$ cat src/rtl/vga_frame_ctrl_pkg.sv
// vga_pkg: shared VGA timing constants, widths and the game-state snapshot type.
package vga_pkg;
  localparam int CLK_DIV  = 4;
  localparam int H_ACTIVE = 640;
  localparam int H_FP     = 16;
  localparam int H_SYNC   = 96;
  localparam int H_BP     = 48;
  localparam int H_TOTAL  = H_ACTIVE + H_FP + H_SYNC + H_BP;
  localparam int V_ACTIVE = 480;
  localparam int V_FP     = 10;
  localparam int V_SYNC   = 2;
  localparam int V_BP     = 33;
  localparam int V_TOTAL  = V_ACTIVE + V_FP + V_SYNC + V_BP;
  localparam int CNT_W    = 10;
  localparam int RGB_W    = 12;
  localparam int N_OBS    = 20;
  localparam int OBS_X_W  = 10;
  localparam int OBS_Y_W  = 9;
  typedef struct packed {
    logic [1:0]               gamemode;
    logic [8:0]               player_y;
    logic [N_OBS*OBS_X_W-1:0] obstacle_x;
    logic [N_OBS*OBS_Y_W-1:0] obstacle_y;
  } snap_t;
endpackage

$ cat src/rtl/vga_frame_ctrl_if.sv
// vga_frame_ctrl_if: valid/ready snapshot channel from game logic into the frame controller.
interface vga_frame_ctrl_if;
  import vga_pkg::*;
  logic                     upd_valid;
  logic                     upd_ready;
  logic [1:0]               gamemode_in;
  logic [8:0]               player_y_in;
  logic [N_OBS*OBS_X_W-1:0] obstacle_x_in;
  logic [N_OBS*OBS_Y_W-1:0] obstacle_y_in;
  modport master (output upd_valid, gamemode_in, player_y_in, obstacle_x_in, obstacle_y_in, input upd_ready);
  modport slave (input upd_valid, gamemode_in, player_y_in, obstacle_x_in, obstacle_y_in, output upd_ready);
endinterface

$ cat src/rtl/vga_frame_ctrl_timing_gen.sv
// vga_timing_gen: pixel-enable divider plus h/v counters with raw syncs, active and frame tick.
module vga_timing_gen #(
  parameter int CLK_DIV  = vga_pkg::CLK_DIV,
  parameter int H_ACTIVE = vga_pkg::H_ACTIVE,
  parameter int H_FP     = vga_pkg::H_FP,
  parameter int H_SYNC   = vga_pkg::H_SYNC,
  parameter int H_BP     = vga_pkg::H_BP,
  parameter int V_ACTIVE = vga_pkg::V_ACTIVE,
  parameter int V_FP     = vga_pkg::V_FP,
  parameter int V_SYNC   = vga_pkg::V_SYNC,
  parameter int V_BP     = vga_pkg::V_BP
) (
  input  logic                      clk,
  input  logic                      rst_n,
  output logic                      pix_en,
  output logic [vga_pkg::CNT_W-1:0] h_cnt,
  output logic [vga_pkg::CNT_W-1:0] v_cnt,
  output logic                      active,
  output logic                      hsync_raw,
  output logic                      vsync_raw,
  output logic                      frame_tick
);
  localparam int CW  = vga_pkg::CNT_W;
  localparam int HT  = H_ACTIVE + H_FP + H_SYNC + H_BP;
  localparam int VT  = V_ACTIVE + V_FP + V_SYNC + V_BP;
  localparam int HS0 = H_ACTIVE + H_FP;
  localparam int VS0 = V_ACTIVE + V_FP;
  localparam int DW  = CLK_DIV > 1 ? $clog2(CLK_DIV) : 1;
  logic [DW-1:0] div_q, div_d;
  logic [CW-1:0] h_q, h_d, v_q, v_d;
  logic          h_wrap;
  always_comb begin
    pix_en     = div_q == DW'(CLK_DIV - 1);
    div_d      = pix_en ? '0 : div_q + 1'b1;
    h_wrap     = h_q == CW'(HT - 1);
    h_d        = pix_en ? (h_wrap ? '0 : h_q + 1'b1) : h_q;
    v_d        = (pix_en && h_wrap) ? (v_q == CW'(VT - 1) ? '0 : v_q + 1'b1) : v_q;
    active     = (h_q < CW'(H_ACTIVE)) && (v_q < CW'(V_ACTIVE));
    hsync_raw  = !((h_q >= CW'(HS0)) && (h_q < CW'(HS0 + H_SYNC)));
    vsync_raw  = !((v_q >= CW'(VS0)) && (v_q < CW'(VS0 + V_SYNC)));
    frame_tick = pix_en && h_wrap && (v_q == CW'(V_ACTIVE - 1));
  end
  always_ff @(posedge clk or negedge rst_n) begin
    if (!rst_n) begin
      div_q <= '0;
      h_q   <= '0;
      v_q   <= '0;
    end else begin
      div_q <= div_d;
      h_q   <= h_d;
      v_q   <= v_d;
    end
  end
  assign h_cnt = h_q;
  assign v_cnt = v_q;
endmodule

$ cat src/rtl/vga_frame_ctrl.sv
// vga_frame_ctrl: VGA timing, one-pixel output register stage and a vblank-swapped game-state snapshot.
module vga_frame_ctrl import vga_pkg::*; #(
  parameter int CLK_DIV  = vga_pkg::CLK_DIV,
  parameter int H_ACTIVE = vga_pkg::H_ACTIVE,
  parameter int H_FP     = vga_pkg::H_FP,
  parameter int H_SYNC   = vga_pkg::H_SYNC,
  parameter int H_BP     = vga_pkg::H_BP,
  parameter int V_ACTIVE = vga_pkg::V_ACTIVE,
  parameter int V_FP     = vga_pkg::V_FP,
  parameter int V_SYNC   = vga_pkg::V_SYNC,
  parameter int V_BP     = vga_pkg::V_BP
) (
  input  logic                     clk,
  input  logic                     rst_n,
  vga_frame_ctrl_if.slave          upd,
  output logic [9:0]               pix_x,
  output logic [8:0]               pix_y,
  output logic [1:0]               gamemode,
  output logic [8:0]               player_y,
  output logic [N_OBS*OBS_X_W-1:0] obstacle_x,
  output logic [N_OBS*OBS_Y_W-1:0] obstacle_y,
  input  logic [RGB_W-1:0]         rgb_in,
  output logic [RGB_W-1:0]         vga_rgb,
  output logic                     hsync,
  output logic                     vsync,
  output logic                     frame_tick
);
  logic             pix_en, active, hsync_raw, vsync_raw, accept, swap;
  logic [CNT_W-1:0] h_cnt, v_cnt;
  snap_t            pend_q, pend_d, disp_q, disp_d;
  logic             pend_full_q, pend_full_d, hsync_q, hsync_d, vsync_q, vsync_d;
  logic [RGB_W-1:0] vga_rgb_q, vga_rgb_d;
  vga_timing_gen #(
    .CLK_DIV(CLK_DIV), .H_ACTIVE(H_ACTIVE), .H_FP(H_FP), .H_SYNC(H_SYNC), .H_BP(H_BP),
    .V_ACTIVE(V_ACTIVE), .V_FP(V_FP), .V_SYNC(V_SYNC), .V_BP(V_BP)
  ) u_timing (
    .clk(clk), .rst_n(rst_n), .pix_en(pix_en), .h_cnt(h_cnt), .v_cnt(v_cnt), .active(active),
    .hsync_raw(hsync_raw), .vsync_raw(vsync_raw), .frame_tick(frame_tick)
  );
  // accept needs an empty pending buffer and swap a full one, so the two never coincide
  always_comb begin
    accept      = upd.upd_valid && !pend_full_q;
    swap        = frame_tick && pend_full_q;
    pend_d      = accept ? snap_t'{upd.gamemode_in, upd.player_y_in, upd.obstacle_x_in, upd.obstacle_y_in} : pend_q;
    disp_d      = swap ? pend_q : disp_q;
    pend_full_d = swap ? 1'b0 : (accept ? 1'b1 : pend_full_q);
    vga_rgb_d   = pix_en ? (active ? rgb_in : '0) : vga_rgb_q;
    hsync_d     = pix_en ? hsync_raw : hsync_q;
    vsync_d     = pix_en ? vsync_raw : vsync_q;
  end
  always_ff @(posedge clk or negedge rst_n) begin
    if (!rst_n) begin
      pend_q      <= '0;
      disp_q      <= '0;
      pend_full_q <= 1'b0;
      vga_rgb_q   <= '0;
      hsync_q     <= 1'b1;
      vsync_q     <= 1'b1;
    end else begin
      pend_q      <= pend_d;
      disp_q      <= disp_d;
      pend_full_q <= pend_full_d;
      vga_rgb_q   <= vga_rgb_d;
      hsync_q     <= hsync_d;
      vsync_q     <= vsync_d;
    end
  end
  assign upd.upd_ready = !pend_full_q;
  assign pix_x         = active ? h_cnt : '0;
  assign pix_y         = active ? 9'(v_cnt) : '0;
  assign gamemode      = disp_q.gamemode;
  assign player_y      = disp_q.player_y;
  assign obstacle_x    = disp_q.obstacle_x;
  assign obstacle_y    = disp_q.obstacle_y;
  assign vga_rgb       = vga_rgb_q;
  assign hsync         = hsync_q;
  assign vsync         = vsync_q;
endmodule

$ cat src/flat_wrapper.sv
// flat-port wrapper written by rule: the top's interface ports become plain ports
module vga_frame_ctrl_flat import vga_pkg::*;
#(
  parameter int CLK_DIV  = vga_pkg::CLK_DIV,
  parameter int H_ACTIVE = vga_pkg::H_ACTIVE,
  parameter int H_FP     = vga_pkg::H_FP,
  parameter int H_SYNC   = vga_pkg::H_SYNC,
  parameter int H_BP     = vga_pkg::H_BP,
  parameter int V_ACTIVE = vga_pkg::V_ACTIVE,
  parameter int V_FP     = vga_pkg::V_FP,
  parameter int V_SYNC   = vga_pkg::V_SYNC,
  parameter int V_BP     = vga_pkg::V_BP
)
  (clk, rst_n, pix_x, pix_y, gamemode, player_y, obstacle_x, obstacle_y, rgb_in, vga_rgb, hsync, vsync, frame_tick, upd_upd_valid, upd_gamemode_in, upd_player_y_in, upd_obstacle_x_in, upd_obstacle_y_in, upd_upd_ready);
  vga_frame_ctrl_if upd_i ();
  input  logic clk;
  input  logic rst_n;
  output logic [9:0] pix_x;
  output logic [8:0] pix_y;
  output logic [1:0] gamemode;
  output logic [8:0] player_y;
  output logic [N_OBS*OBS_X_W-1:0] obstacle_x;
  output logic [N_OBS*OBS_Y_W-1:0] obstacle_y;
  input  logic [RGB_W-1:0] rgb_in;
  output logic [RGB_W-1:0] vga_rgb;
  output logic hsync;
  output logic vsync;
  output logic frame_tick;
  input wire logic [$bits(upd_i.upd_valid)-1:0] upd_upd_valid;
  input wire logic [$bits(upd_i.gamemode_in)-1:0] upd_gamemode_in;
  input wire logic [$bits(upd_i.player_y_in)-1:0] upd_player_y_in;
  input wire logic [$bits(upd_i.obstacle_x_in)-1:0] upd_obstacle_x_in;
  input wire logic [$bits(upd_i.obstacle_y_in)-1:0] upd_obstacle_y_in;
  output wire logic [$bits(upd_i.upd_ready)-1:0] upd_upd_ready;
  assign upd_i.upd_valid = upd_upd_valid;
  assign upd_i.gamemode_in = upd_gamemode_in;
  assign upd_i.player_y_in = upd_player_y_in;
  assign upd_i.obstacle_x_in = upd_obstacle_x_in;
  assign upd_i.obstacle_y_in = upd_obstacle_y_in;
  assign upd_upd_ready = upd_i.upd_ready;
  vga_frame_ctrl #(.CLK_DIV(CLK_DIV), .H_ACTIVE(H_ACTIVE), .H_FP(H_FP), .H_SYNC(H_SYNC), .H_BP(H_BP), .V_ACTIVE(V_ACTIVE), .V_FP(V_FP), .V_SYNC(V_SYNC), .V_BP(V_BP)) u_core (.clk(clk), .rst_n(rst_n), .upd(upd_i), .pix_x(pix_x), .pix_y(pix_y), .gamemode(gamemode), .player_y(player_y), .obstacle_x(obstacle_x), .obstacle_y(obstacle_y), .rgb_in(rgb_in), .vga_rgb(vga_rgb), .hsync(hsync), .vsync(vsync), .frame_tick(frame_tick));
endmodule
$ cat config.mk
export PLATFORM = sky130hd
export DESIGN_NAME = vga_frame_ctrl_flat
export DESIGN_NICKNAME = d
export VERILOG_FILES = /design/src/rtl/vga_frame_ctrl_pkg.sv /design/src/rtl/vga_frame_ctrl_if.sv /design/src/rtl/vga_frame_ctrl_timing_gen.sv /design/src/rtl/vga_frame_ctrl.sv /design/src/flat_wrapper.sv
export SDC_FILE = /design/constraint.sdc
export NUM_CORES = 1
export LEC_CHECK = 0
export ABC_CLOCK_PERIOD_IN_PS = 6750
export CAP_MARGIN = 20
export CORE_AREA = 3 3 321 323
export CTS_BUF_LIST = sky130_fd_sc_hd__clkbuf_8
export DETAILED_ROUTE_END_ITERATION = 10
export DIE_AREA = 0 0 324 326
export DONT_BUFFER_PORTS = 1
export HOLD_SLACK_MARGIN = 0.08
export PLACE_DENSITY = 0.45
export SKIP_CTS_REPAIR_TIMING = 1
export SLEW_MARGIN = 5
export SYNTH_ARGS = -nofsm -noshare
export SYNTH_HDL_FRONTEND = slang
export SYNTH_HIERARCHICAL = 1
export SYNTH_SLANG_ARGS = --single-unit
$ cat constraint.sdc
create_clock -name clk -period 6.75 [get_ports clk]
set_input_delay 2.025 -clock clk [delete_from_list [all_inputs] [get_ports clk]]
set_output_delay 2.025 -clock clk [all_outputs]
set_load 0.005 [all_outputs]
==> results of run 1 <==
==> cells in the final DEF, fill, tap and decap left out, types with 2 or more instances in the layout <==
cell type	n
nand4_1	8
a21oi_1	2
inv_8	3
nor3_1	2
and2_1	20
or3_1	2
ha_1	5
o21ai_0	18
diode_2	15
clkinvlp_4	4
nand3_1	23
mux2_4	390
dfstp_2	2
buf_16	4
mux2_2	394
xnor2_1	7
nor4_1	2
dfrtp_1	817
nand2_1	9
nor2_1	12
clkbuf_8	178
nor4bb_1	2
buf_4	11
inv_6	2
buf_12	9
inv_1	74
clkinv_2	9
xor2_1	6
==> power groups by stage <==
stage	logic [mW]	clock network, mW	registers (mW)
floorplan	0.434	0	5.42
global placement	0.449	0	5.48
detailed placement	0.466	0	5.48
CTS	0.471	4.64	5.40
global route	0.596	4.85	5.44
finish	0.550	4.42	5.40
==> cells by family (layout without fill, tap and decap cells) <==
logic type                 after synthesis  after routing
DFF                                    819            819
buffers and inverters                  115            295
other                                    0             15
muxes                                  785            785
xor gates and xnor gates                13             13
adders and majority gates                5              5
AOI/OAI and AO/OA                       23             23
and+or+nand+nor                         95             95
==> stage by stage <==
stage,worst slack (ns),instances
after floorplan,3.29,1855
after global placement,2.61,3075
after detailed placement,2.54,3075
after CTS,1.91,3328
after global routing,1.78,3346
final,2.05,3348
==> metal layers <==
| layer | global-route usage (%) | wire (µm) | vias up |
|---|---|---|---|
| met1 | 15.3 | 28400 | 8179 |
| met2 | 26.3 | 42800 | 629 |
| met3 | 7.69 | 9270 | 153 |
| met5 | 0 | 32 | - |
| li1 | - | - | 6697 |
| met4 | 7.12 | 2720 | 4 |
==> area by class of cell <==
type                            count  area share (%)
Clock inverter                     75            1.00
Multi-Input combinational cell    921            30.6
Antenna cell                       15           0.103
Timing Repair Buffer               24            1.02
Inverter                           18           0.185
Clock buffer                      178            6.69
Tap cell                         1298            4.44
Sequential cell                   819            56.0
==> state kept, by name, indices dropped and copies added (netlist names) <==
signal                 count
u_core/vsync               1
u_core/player_y            9
u_core/obstacle_x        200
u_core/pend_full_q         1
u_core/hsync               1
u_core/vga_rgb            12
u_core/gamemode            2
u_core/u_timing/h_cnt     10
u_core/pend_q            391
u_core/u_timing/div_q      2
u_core/u_timing/v_cnt     10
u_core/obstacle_y        180
==> path summary, 6_finish.rpt <==
| path | start | slack (ns) | to | cells past startpoint |
|---|---|---|---|---|
| hold reg to reg | u_core/u_timing/div_q[0] | 0.43 | u_core/u_timing/div_q[0] | 1 |
| min in group asynchronous | rst_n | 0.94 | u_core/pend_q[72] | 0 |
| hold / removal | u_core/u_timing/div_q[0] | 0.43 | u_core/u_timing/div_q[0] | 1 |
| setup / recovery | u_core/u_timing/div_q[0] | 2.05 | frame_tick | 5 |
| max in group asynchronous | rst_n | 3.79 | u_core/pend_q[271] | 2 |
| setup reg to reg | u_core/u_timing/div_q[0] | 2.93 | u_core/obstacle_x[15] | 8 |
==> qor.yml, run 1 <==
cts_made_buffers: 147
final_cell_area_um2: 36600
wire_per_inst_um: 24.8
setup_viol: 0
power.switching_fraction_pct: 22.6
net-switching-power_mw: 2.35
clock_power_share_pct: 42.6
cell_chain_of_the_critical_path: "ha_1, buf_4, nand4_1, nor4_2, and3b_1"
grt_antenna_before_repair: 15
dieHeight_um: 326
post_synth_and_or_nand_nor_area_fraction_pct: 1.73
clock_path_buffers: 3
p_seq_share_pct: 52.1
maximum_frequency_from_static_timing_analysis_ghz: 0.213
synth_top_family_by_area: "multiplexers"
die-area_um2: 106000
cp_data_required_time_ns: 4.72
timing.slew.headroom_pct: 22.2
status: "complete, no violations"
synth.largest_area_cell: "dfrtp_1"
cts_num_sinks: 819
grt_pass1_wl_mm: 120
grt_max_degree: 820
post-synth-top-area-fraction_pct: 61.7
ys_async_sr_fraction_pct: 100
area_delta_synth_final_pct: 10.5
detailedRoute.firstPassIterationCount: 4
grt.total_usage_pct: 15.3
cts_tree: "yes"
total_power_mw: 10.4
core.rowCount: 116
timing_hold_violations_final: 0
grt_setup_unrepaired: "false"
synth_area_um2: 33100
final-seq-area_um2: 20500
netlist_instances: 1855
leakage_nw: 17.9
setup_cp_type: "flip-flop to primary output"
synth.most_common_cell: "dfrtp_1"
fin_setup_tns_ns: 0
port_buffers: 0
final.period_utilization_pct: 69.6
timing_worst_slew_pin_value_ns: 1.17
worst-path-max-fanout: 35
timing.critical_path.max_delay_family: "simple AND/OR/NAND/NOR gates"
area_occupied_by_multi_input_gates_um2: 11200
die_w_um: 324
worst_path_max_delay_cell: "and3b_1"
final_layout_size_suffix_gt1_share_pct: 49.9
wirelength_mm: 83.2
synth-compound-area-share_pct: 0.366
synthMuxAreaShare_pct: 31.1
post_drt_antenna_nets: 0
synth.ff_latch_count: 819
vias_per_cell: 4.68
yosys.cell_types.count: 43
dr.first_iter.drc_count: 717
skew_ns: 0.0443
nets: 2342
synth-warning-count: 6
worstPathBufferInverterCount: 1
yosys_most_used_dff: "dfrtp_1"
synth_fp_nets: 2266
cts_max_level: 4
final_period_minus_worst_setup_slack_ns: 4.70
vias_in_the_first_global_route: 17400
core_area_um2: 100000
cts_root_buf: "clkbuf_8"
placer_congestion: 0.779
starting_utilization_of_the_core_area_pct: 33.1
insertion_delay_ns: 0.79
synth_enable_flop_cells: 0
p_int_mw: 8.03
synth_adder_area_share_pct: 0.189
post_synthesis_xor_xnor_area_fraction_pct: 0.344
peakVddDrop_mv: 0.185
cp.arrival_ns: 2.67
crit_path_start_kind: "flip-flop"
max_cap_violations: 0
floorplan.io_pins: 832
crit_path_max_incr_delay_ns: 0.39
grt_remaining_overflow: 0
final.hold.worst_slack_ns: 0.431
timing_max_transition_violations_final: 0
min_path_type: "flip-flop to flip-flop"
largest_cells_by_area_after_synthesis: "dfrtp_1, mux2_4, mux2_2"
postLayoutCoreUtil_pct: 36.6
post-route-drc-count: 0
postSynthAreaPerCell_um2: 17.9
fillCellCount: 9430
setup.worst_path.end_class: "primary output"
synth.top_cells.by_count: "dfrtp_1, mux2_2, mux2_4, buf_12, buf_6"
placed_area_um2: 33600
detailroute.via_count: 15700
clk_pin_slew_worst_paths_ns: 0.05
power_density_relative_to_cell_area_nw_per_um2: 283
synth_seq_area_share_pct: 61.9
dpl.hpwl_mm: 56.4
comb_pwr_share_pct: 5.3
Power figures use the tool's default switching activity.
==> inputs of run 2 (changes only) <==
--- a/config.mk
+++ b/config.mk
@@ -5,7 +5,7 @@
 export SDC_FILE = /design/constraint.sdc
 export NUM_CORES = 1
 export LEC_CHECK = 0
-export ABC_CLOCK_PERIOD_IN_PS = 6750
+export ABC_CLOCK_PERIOD_IN_PS = 4550
 export CAP_MARGIN = 20
 export CORE_AREA = 3 3 321 323
 export CTS_BUF_LIST = sky130_fd_sc_hd__clkbuf_8
==> constraint.sdc (replaced) <==
create_clock -name clk -period 4.55 [get_ports clk]
set_input_delay 1.365 -clock clk [delete_from_list [all_inputs] [get_ports clk]]
set_output_delay 1.365 -clock clk [all_outputs]
set_load 0.005 [all_outputs]
==> run 2 against run 1 <==
The flow now finishes with violations (slew limit, setup timing). Routed wire length grew 1.1%. Count of clock-buffer cells in the layout is 6 higher. Global-route usage up 0.15 points. Flip-flop and latch count unchanged. Largest cell class unchanged. Largest power group unchanged.
==> qor.yml, run 2 (synthesized netlist as in run 1, its figures left out) <==
grt_pass1_wl_mm: 121
leakage_nw: 17.9
grt_setup_unrepaired: "false"
status: "finished with violations"
p_seq_share_pct: 51.6
setup_viol: 429
fin_ws_ns: -1.16
final_layout_size_suffix_gt1_share_pct: 50.3
final_period_minus_worst_setup_slack_ns: 5.71
wirelength_mm: 84.0
cts_tree: "yes"
cts_root_buf: "clkbuf_8"
floorplan.io_pins: 832
cts_made_buffers: 150
timing.rr.start: "u_core/u_timing/h_cnt[0]"
detailedRoute.firstPassIterationCount: 5
power_density_relative_to_cell_area_nw_per_um2: 423
comb_pwr_share_pct: 4.5
use_met2_pct: 26.4
net-switching-power_mw: 3.45
vias_in_the_first_global_route: 17100
timing_worst_slew_pin_value_ns: 6.97
grt_max_degree: 820
peakVddDrop_mv: 0.210
clock_power_share_pct: 43.9
core_area_um2: 100000
postLayoutCoreUtil_pct: 36.6
global_route.usage.met1_pct: 15.8
setup_cp_type: "input pin to asynchronous set/reset pin"
dr.first_iter.drc_count: 968
fillCellCount: 9443
crit_path_start_kind: "input pin"
detailroute.via_count: 15800
dpl.hpwl_mm: 57.4
crit_cells: 0
setup.worst_path.end_class: "asynchronous set/reset pin"
dieHeight_um: 326
skew_ns: 0.0298
wire_per_inst_um: 25.0
clock_path_buffers: 3
largest-register: "u_core/pend_q"
layout.cells.most_common: "dfrtp_1"
die_w_um: 324
area_delta_synth_final_pct: 10.7
nets: 2350
grt_util_met3_pct: 7.79
cp_data_required_time_ns: 3.69
post_drt_antenna_nets: 0
fin_setup_tns_ns: -327.26
grt_remaining_overflow: 0
final.hold.worst_slack_ns: 0.311
largest_register_ff_count: 391
crit-reg2reg-capture: "u_core/obstacle_y[97]"
die-area_um2: 106000
min_path_type: "input pin to asynchronous set/reset pin"
timing.slew.headroom_pct: -365
timing_hold_violations_final: 0
clk_pin_slew_worst_paths_ns: 0.05
port_buffers: 0
r2r_slack_ns: 1.19
startpoint: "rst_n"
last_element_of_the_critical_path: "u_core/pend_q[385]"
worst-path-max-fanout: 819
power.switching_fraction_pct: 22.2
max_cap_violations: 0
core.rowCount: 116
grt_antenna_before_repair: 16
cts_max_level: 4
cts_num_sinks: 819
maximum_frequency_from_static_timing_analysis_ghz: 0.175
post-route-drc-count: 0
cp.arrival_ns: 4.85
p_int_mw: 12.1
final.period_utilization_pct: 125
global_route.peak_usage_layer: "met2"
starting_utilization_of_the_core_area_pct: 33.1
total_power_mw: 15.5
insertion_delay_ns: 0.79
placer_congestion: 0.758
failed_checks: "slew limit, setup timing"
most-common-layout-cells: "dfrtp_1, mux2_2, mux2_4, clkbuf_8, inv_1"
timing_max_transition_violations_final: 722
worst_r2r_path_depth: 7
vias_per_cell: 4.68
grt.total_usage_pct: 15.4
-- run 2: power by group through the flow --
stage	combinational, mW	clock [mW]	sequential (mW)
2_1_floorplan	0.644	0	8.03
3_3_place_gp	0.675	0	8.12
3_5_place_dp	0.692	0	8.14
4_1_cts	0.702	7.13	8.02
5_1_grt	0.740	7.48	8.07
6_report	0.696	6.81	8.02
-- run 2: worst min path at each step --
stage                                   from                  endpoint  slack [ns]  cells past startpoint
finish                                 rst_n         u_core/pend_q[68]        0.31                      0
global route                           rst_n     u_core/obstacle_y[68]        0.20                      0
CTS                                    rst_n         u_core/pend_q[63]        0.18                      0
detailed placement  u_core/u_timing/div_q[0]  u_core/u_timing/div_q[0]        0.42                      1
global placement    u_core/u_timing/div_q[0]  u_core/u_timing/div_q[0]        0.42                      1
floorplan           u_core/u_timing/div_q[0]  u_core/u_timing/div_q[0]        0.40                      1
-- run 2: metal layers --
layer	up-vias	part of all wire, %
met4	0	3.0
met5	-	0
met3	157	11
li1	6734	-
met2	649	52
met1	8216	34
-- run 2: layout make-up --
class,count,area (µm²),area share (%)
diodes,17,42.5,0.116
clock buffers,184,2530,6.91
clock inverters,80,414,1.13
inverters,18,67.6,0.184
multi-input cells,921,11200,30.5
flip-flops and latches,819,20500,55.9
well taps,1298,1620,4.43
repair buffers,29,293,0.799
-- run 2: metrics by stage --
| step | setup WS (ns) | cells | instance area, µm² |
|---|---|---|---|
| 6_report | -1.16 | 3366 | 36700 |
| 5_1_grt | 0.407 | 3360 | 36600 |
| 4_1_cts | 0.498 | 3349 | 36600 |
| 3_5_place_dp | 1.18 | 3085 | 33700 |
| 3_3_place_gp | 1.33 | 3085 | 33700 |
| 2_1_floorplan | 1.75 | 1855 | 33100 |
